[src/rtl/int_ctrl_if.sv]
// int_ctrl_if: 16-bit peripheral bus (cs/we/adrs/from_cpu/to_cpu) between CPU (master) and a peripheral (slave)
interface int_ctrl_if;
  logic        cs;
  logic        we;
  logic [15:0] adrs;
  logic [15:0] from_cpu;
  logic [15:0] to_cpu;
  modport master (output cs, we, adrs, from_cpu, input to_cpu);
  modport slave (input cs, we, adrs, from_cpu, output to_cpu);
endinterface

[src/rtl/int_ctrl.sv]
// int_ctrl: edge-detecting, maskable, fixed-priority interrupt controller with vector/EOI bus handshake
// Ports: sys_clk/rst (async, active-low); bus = 16-bit register port (PEND, MASK, VECTOR, EOI at adrs[1:0]);
//        src_req = async request lines; irq/irq_id = prioritized request to the CPU and its source ID.
module int_ctrl #(
  parameter int N_SRC = 4
) (
  input  logic             sys_clk,
  input  logic             rst,
  int_ctrl_if.slave        bus,
  input  logic [N_SRC-1:0] src_req,
  output logic             irq,
  output logic [2:0]       irq_id
);
  typedef enum logic [1:0] {IDLE, REQ, INSERV} state_t;
  state_t state_q, state_d;
  logic [N_SRC-1:0] s0_q, s1_q, prev_q, pend_q, pend_d, mask_q, mask_d, req, w1c, ack_clr;
  logic [2:0] id_q, id_d, pri;
  logic [7:0] req8, onehot;
  logic [1:0] a;
  logic irq_q, wr, rd, vec_rd, eoi, unused_bits;
  assign a           = bus.adrs[1:0];
  assign wr          = bus.cs & bus.we;
  assign rd          = bus.cs & ~bus.we;
  assign req         = pend_q & mask_q;
  assign req8        = 8'(req);
  assign onehot      = 8'b1 << id_q;
  assign vec_rd      = rd && a == 2'd2 && state_q == REQ && req8[id_q];
  assign eoi         = wr && a == 2'd3 && state_q == INSERV;
  assign w1c         = (wr && a == 2'd0) ? bus.from_cpu[N_SRC-1:0] : '0;
  assign ack_clr     = vec_rd ? onehot[N_SRC-1:0] : '0;
  // a fresh edge beats a same-cycle W1C or acknowledge clear
  assign pend_d      = (pend_q & ~w1c & ~ack_clr) | (s1_q & ~prev_q);
  assign mask_d      = (wr && a == 2'd1) ? bus.from_cpu[N_SRC-1:0] : mask_q;
  assign unused_bits = ^{bus.adrs[15:2], bus.from_cpu[15:N_SRC]};
  assign bus.to_cpu  = a == 2'd0 ? 16'(pend_q) :
                       a == 2'd1 ? 16'(mask_q) :
                       a == 2'd2 ? {state_q == REQ, state_q == INSERV, 11'b0, id_q} : 16'h0000;
  assign irq         = irq_q;
  assign irq_id      = id_q;
  always_comb begin
    pri = 3'd0;
    for (int i = N_SRC - 1; i >= 0; i--)
      if (req[i]) pri = 3'(i);
  end
  always_comb begin
    state_d = state_q;
    id_d    = id_q;
    case (state_q)
      IDLE: begin
        state_d = |req ? REQ : IDLE;
        id_d    = |req ? pri : id_q;
      end
      // id stays frozen; losing its request cancels before any acknowledge
      REQ:     state_d = !req8[id_q] ? IDLE : vec_rd ? INSERV : REQ;
      INSERV:  state_d = eoi ? IDLE : INSERV;
      default: state_d = IDLE;
    endcase
  end
  always_ff @(posedge sys_clk or negedge rst) begin
    if (!rst) begin
      state_q <= IDLE;
      s0_q    <= '0;
      s1_q    <= '0;
      prev_q  <= '0;
      pend_q  <= '0;
      mask_q  <= '0;
      id_q    <= '0;
      irq_q   <= 1'b0;
    end else begin
      state_q <= state_d;
      s0_q    <= src_req;
      s1_q    <= s0_q;
      prev_q  <= s1_q;
      pend_q  <= pend_d;
      mask_q  <= mask_d;
      id_q    <= id_d;
      irq_q   <= state_d == REQ;
    end
  end
endmodule

[src/flat_wrapper.sv]
// flat-port wrapper written by rule: the top's interface ports become plain ports
module int_ctrl_flat 
#(
  parameter int N_SRC = 4
)
  (sys_clk, rst, src_req, irq, irq_id, bus_cs, bus_we, bus_adrs, bus_from_cpu, bus_to_cpu);
  int_ctrl_if bus_i ();
  input  logic sys_clk;
  input  logic rst;
  input  logic [N_SRC-1:0] src_req;
  output logic irq;
  output logic [2:0] irq_id;
  input wire logic [$bits(bus_i.cs)-1:0] bus_cs;
  input wire logic [$bits(bus_i.we)-1:0] bus_we;
  input wire logic [$bits(bus_i.adrs)-1:0] bus_adrs;
  input wire logic [$bits(bus_i.from_cpu)-1:0] bus_from_cpu;
  output wire logic [$bits(bus_i.to_cpu)-1:0] bus_to_cpu;
  assign bus_i.cs = bus_cs;
  assign bus_i.we = bus_we;
  assign bus_i.adrs = bus_adrs;
  assign bus_i.from_cpu = bus_from_cpu;
  assign bus_to_cpu = bus_i.to_cpu;
  int_ctrl #(.N_SRC(N_SRC)) u_core (.sys_clk(sys_clk), .rst(rst), .bus(bus_i), .src_req(src_req), .irq(irq), .irq_id(irq_id));
endmodule
[config.mk]
export PLATFORM = sky130hd
export DESIGN_NAME = int_ctrl_flat
export DESIGN_NICKNAME = d
export VERILOG_FILES = /design/src/rtl/int_ctrl_if.sv /design/src/rtl/int_ctrl.sv /design/src/flat_wrapper.sv
export SDC_FILE = /design/constraint.sdc
export NUM_CORES = 1
export LEC_CHECK = 0
export BUFFER_PORTS_ARGS = -buffer_cell sky130_fd_sc_hd__buf_2
export CORE_ASPECT_RATIO = 1.5
export CORE_UTILIZATION = 40
export CTS_CLUSTER_SIZE = 25
export DETAILED_ROUTE_END_ITERATION = 7
export PLACE_DENSITY = 0.83
export SYNTH_ARGS = -nofsm -noshare
export SYNTH_HDL_FRONTEND = slang
export SYNTH_SLANG_ARGS = --single-unit
[constraint.sdc]
create_clock -name sys_clk -period 1.4 [get_ports sys_clk]
set_clock_uncertainty 0.2 [all_clocks]
set_input_delay 0.07 -clock sys_clk [delete_from_list [all_inputs] [get_ports sys_clk]]
set_output_delay 0.07 -clock sys_clk [all_outputs]
set_load 0.02 [all_outputs]
# Yosys cells after proc, flatten, opt, wreduce, memory -nomap -nowiden
# Cells that the tools add are included.
[totals]
regBits = 26
in_bits = 40
output_inout_bits = 20
elab_cells = 54
[classes]
n_lt_le_gt_ge = 1
eq_ne = 6
shifts = 1
mux = 16
bitwise_logic = 11
n_reduce_logical = 11
[ops]
columns = ["operator", "count"]
rows = [
  ["two-way mux 16 bit", 3],
  ["bitwise AND 4 bit", 4],
  ["NOT 4 bit", 3],
  ["two-way mux 3 bit", 3],
  ["two-way mux 2 bit", 4],
  ["two-way mux 4 bit", 2],
  ["logical AND 1 bit", 7],
  ["equality test 2 x 1 -> 1 bit (second input constant)", 3],
  ["equality test 2 bit (second input constant)", 3],
  ["one-hot mux 2 bit (3 select lines)", 1],
  ["logical NOT 2 bit", 2],
  ["less-than comparator 3 x 4 -> 1 bit (second input constant)", 1],
  ["bitwise OR 4 bit", 1],
  ["OR reduction 4 bit", 1],
  ["<< shifter 1 x 3 -> 4 bit (first input constant)", 1],
  ["binary-select mux 1 bit (select 3 bit)", 1],
  ["bitwise AND 1 bit", 2],
  ["two-way mux 1 bit", 2],
  ["AND reduction 2 bit", 1],
  ["NOT 1 bit", 1],
]

# Logic depth before layout (Yosys ltp)
[logic_depth]
ltp_word = 9
mapped_depth = 4
depth_no_buf = 3

# Least setup slack after synthesis
# OpenSTA, ideal clock, no wires.
[synth_path]
kind = "flip-flop to flip-flop"
start = "register u_core.id_q[0] (netlist: u_core.irq_id[0])"
end = "register u_core.state_q[1]"
setup_ns = 0.093
arrival_ns = 1.324
required_time_ns = 1.107
path_slack_ns = -0.217
path_stages_with_launch = 3
synth_period_minus_slack_ns = 1.617
path_cell_list = "dfrtp_1 mux4_2 o31ai_2"
[synth_via]
elab_chain_cells = 6
[synth_rtl]
columns = ["item", "line_no", "text"]
rows = [
  ["from (decl)", "int_ctrl.sv:17", "logic [2:0] id_q, id_d, pri;"],
  ["from (signal assigned)", "int_ctrl.sv:76", "id_q <= id_d;"],
  ["binary-select mux 1 bit (select 3 bit) *", "int_ctrl.sv:27, int_ctrl.sv:54", ""],
  ["two-way mux 1 bit (not written as such) *", "int_ctrl.sv:27, int_ctrl.sv:54", ""],
  ["logical AND 1 bit", "int_ctrl.sv:27", "assign vec_rd = rd && a == 2'd2 && state_q == REQ && req8[id_q];"],
  ["two-way mux 2 bit", "int_ctrl.sv:54", "REQ: state_d = !req8[id_q] ? IDLE : vec_rd ? INSERV : REQ;"],
  ["two-way mux 2 bit *", "int_ctrl.sv:54", ""],
  ["one-hot mux 2 bit (3 select lines) *", "int_ctrl.sv:48", "case (state_q)"],
  ["net u_core.state_d[1]", "int_ctrl.sv:15", "state_t state_q, state_d;"],
  ["to (signal assigned)", "int_ctrl.sv:70", "state_q <= state_d;"],
  ["to (decl)", "int_ctrl.sv:15", ""],
]
# The timed path passes the listed nets; every way through them passes the cells marked *. The select of a mux whose other input is x is not followed.
# A chain may end at the register's enable or synchronous reset.

# Worst setup path in the final report
[layout_path]
start = "register u_core.mask_q[0]"
end = "register u_core.state_q[0]"
[layout_via]
elab_chain_cells = 7
elab_cells_between_ends = 9
[layout_rtl]
columns = ["item", "line_no", "text"]
rows = [
  ["from (decl)", "int_ctrl.sv:16", "logic [N_SRC-1:0] s0_q, s1_q, prev_q, pend_q, pend_d, mask_q, mask_d, req, w1c, ack_clr;"],
  ["from (signal assigned)", "int_ctrl.sv:75", "mask_q <= mask_d;"],
  ["bitwise AND 4 bit *", "int_ctrl.sv:24", "assign req = pend_q & mask_q;"],
  ["binary-select mux 1 bit (select 3 bit)", "int_ctrl.sv:27, int_ctrl.sv:54", ""],
  ["two-way mux 1 bit (not written as such)", "int_ctrl.sv:27, int_ctrl.sv:54", ""],
  ["logical AND 1 bit", "int_ctrl.sv:27", ""],
  ["two-way mux 2 bit (2 in a row)", "int_ctrl.sv:54", ""],
  ["one-hot mux 2 bit (3 select lines) *", "int_ctrl.sv:48", ""],
  ["net u_core.state_d[0]", "int_ctrl.sv:15", ""],
]
# Marked as above.

==> flow_summary.yaml <==
run_status:
  status: "finished with violations"
  violations: "negative setup slack"
cts:
  numCtsBuffers: 3
  clk_latency_ns: 0.26
  clkTransAtPathRegs_ns: 0.08
  h-tree-depth: 1
  cts_num_sinks: 25
  cts_tree: "yes"
  clock_path_buffers: 2
  cts_root_buf: "clkbuf_8"
layout:
  antennaDiodeCount: 0
  final_area_um2: 1660
  layout.cells.non_filler: 197
  drive_gt1_share_pct: 37.5
  area_growth_pct: 44.3
  nets: 201
place:
  placed_cell_area_um2: 1380
  dp_worst_setup_slack_ns: -0.0497
  place_hpwl_mm: 1.78
  portBuffers: 22
  place_inst: 179
  place_congestion: 0.949
route:
  routed_via_density: 4.86
  drtPass1Iterations: 4
  vias: 958
  wl_per_cell_um: 13.8
  totalWireLength_mm: 2.73
  drt.antenna.violating_nets: 0
  drt_iter0_markers: 9
  drc_errors: 0
logic_synthesis:
  synth_area_per_cell_um2: 10.8
  synthesis.area_um2: 1150
  ys_ff_latch: 25
  synthDistinctLibCells: 30
  yosys_warnings: 0
  yosysSeqAreaShare_pct: 54.2
  synthCells: 107
power:
  peakVddDrop_mv: 0.981
  clkPwrFrac_pct: 16.9
  p_seq_share_pct: 40.8
  leakage_nw: 0.778
  power_switching_w: 0.000832
  p_int_w: 0.00153
  switching_share_pct: 35.2
  p_comb_share_pct: 42.3
  power_per_cell_area_nw_per_um2: 1420
sta:
  timing.final.ws_setup_ns: -0.102
  maxSlewViolCount: 0
  tightest_slew_ns: 0.535
  slew_headroom_pct: 64.3
  fin_crit_sh_pct: 107
  hold_viol: 0
  setup_violations: 9
  fmax_ghz: 0.666
  rsz0062_at_grt: "yes"
  whs_ns: 0.0201
  setup_tns_ns: -0.346
  min_period_ns: 1.50
floorplan:
  die_height_um: 67.8
  num_rows: 23
  die_w_um: 45.9
  io_pins: 60
  initial_utilization_pct: 42.6
  core-area_um2: 2710
  die_area_um2: 3110
global_routing:
  overflow: 0
  grt_pass1_wl_mm: 3.94
  track_usage_pct: 17.8
  grt_max_degree: 26
  grt_pass1_vias: 966
  antenna_found_initial: 0
hold_path:
  holdPathStages: 4
  hp-class: "input pin to flip-flop"
critical_path:
  setup.worst_path.end_class: "flip-flop"
  worst_setup_path_start_kind: "flip-flop"
  path_class: "flip-flop to flip-flop"
  worstPathMaxFanout: 4
  arrival_ns: 1.47
  r2r_slack_ns: -0.10
  r2r_cells: 3
  critical_path_required_ns: 1.37
job:
  drv_cap: 0
## worst max-delay path, stage by stage, from the launching register on
cell	delay, ns
dfrtp_1	0.42
nand2_1	0.09
mux4_2	0.50
o21ai_0	0.20
## final cells by class
class	instances	area, um2
multi-input cells	70	500
well taps	37	46.3
flip-flops and latches	25	628
clock buffers	4	45.0
fillers	253	1040
inverters	9	33.8
repair buffers	52	410
## path summary, 6_finish.rpt
kind | startpoint | end
setup / recovery | u_core.mask_q[0] | u_core.state_q[0]
hold / removal | bus_cs | u_core.state_q[1]
setup reg to reg | u_core.mask_q[0] | u_core.state_q[0]
hold reg to reg | u_core.s0_q[0] | u_core.s1_q[0]
max in group asynchronous | rst | u_core.irq_id[0]
min in group asynchronous | rst | u_core.s0_q[0]
## routing by layer
metal / routed length (um) / up-vias / GRT usage (%)
li1: - / 462 / -
met1: 1080 / 462 / 17.8
met2: 1510 / 28 / 33.6
met3: 97 / 6 / 3.48
met4: 43 / 0 / 8.09
met5: 0 / - / 0
## synth_stat cells, drive strengths merged
cell	number	area share (%)
dfrtp	25	54
buf	13	8.0
o21ai	11	4.8
nand2	10	3.5
inv	9	2.9
mux2i	4	3.5
nor4	4	2.2
o22ai	4	2.2
nand2b	3	1.6
nor2	3	0.98
a21oi	2	0.87
a22o	2	1.5
o2bb2ai	2	1.5
a21boi	1	0.65
a2bb2oi	1	0.76
a32o	1	0.87
conb	1	0.33
mux4	1	2.0
nand3b	1	0.65
nand4	1	0.54
nand4b	1	0.76
nand4bb	1	0.98
nor2b	1	0.54
nor3b	1	0.65
nor4bb	1	0.87
o31ai	1	1.1
or2b	1	0.65
or4bb	1	0.98
## cell families (layout without fill, tap and decap cells)
| family | after synthesis | in the layout | synth area share, % |
|---|---|---|---|
| other | 1 | 11 | 0.325 |
| buffers and inverters | 22 | 65 | 11.0 |
| and+or+nand+nor | 29 | 29 | 14.9 |
| AOI/OAI and AO/OA | 25 | 25 | 14.2 |
| DFF | 25 | 25 | 54.2 |
| muxes | 5 | 5 | 5.42 |
## cell usage in the layout (no fill, tap or decap), drive strengths merged, types with 2 or more instances in the layout
cell / instances
buf: 42
dfrtp: 25
conb: 11
o21ai: 11
dlygate4sd3: 10
nand2: 10
inv: 9
nor4: 4
o22ai: 4
mux2i: 4
clkbuf: 4
nor2: 3
nand2b: 3
a22o: 2
o2bb2ai: 2
a21oi: 2
## power by group through the flow
stage	registers [W]	logic (W)	clock network (W)
CTS	0.000944	0.000854	0.000416
finish	0.000966	0.00100	0.000399
global route	0.000980	0.00107	0.000444
floorplan	0.00100	0.000393	0
detailed placement	0.000946	0.000731	0
global placement	0.000941	0.000706	0
## stage by stage
step / util [%] / power [W]
finish: 61.5 / 0.00237
global route: 61.5 / 0.00249
CTS: 58.5 / 0.00221
detailed placement: 51.1 / 0.00168
global placement: 51.1 / 0.00165
floorplan: - / 0.00140
## flip-flops by register name (all words and copies together), names as in the netlist
| register | count |
|---|---|
| u_core.irq_id | 2 |
| u_core.s0_q | 4 |
| u_core.irq | 1 |
| u_core.prev_q | 4 |
| u_core.mask_q | 4 |
| u_core.s1_q | 4 |
| u_core.pend_q | 4 |
| u_core.state_q | 2 |
## what timing repair did
item,CTS,global route
pin swaps,4,4
hold buffers,10,0
gates resized for setup,9,17
endpoints found under the hold margin,35,0
endpoints found under the setup margin,10,14
setup buffers,2,2
Note: power is estimated with default switching activity, not from simulation.
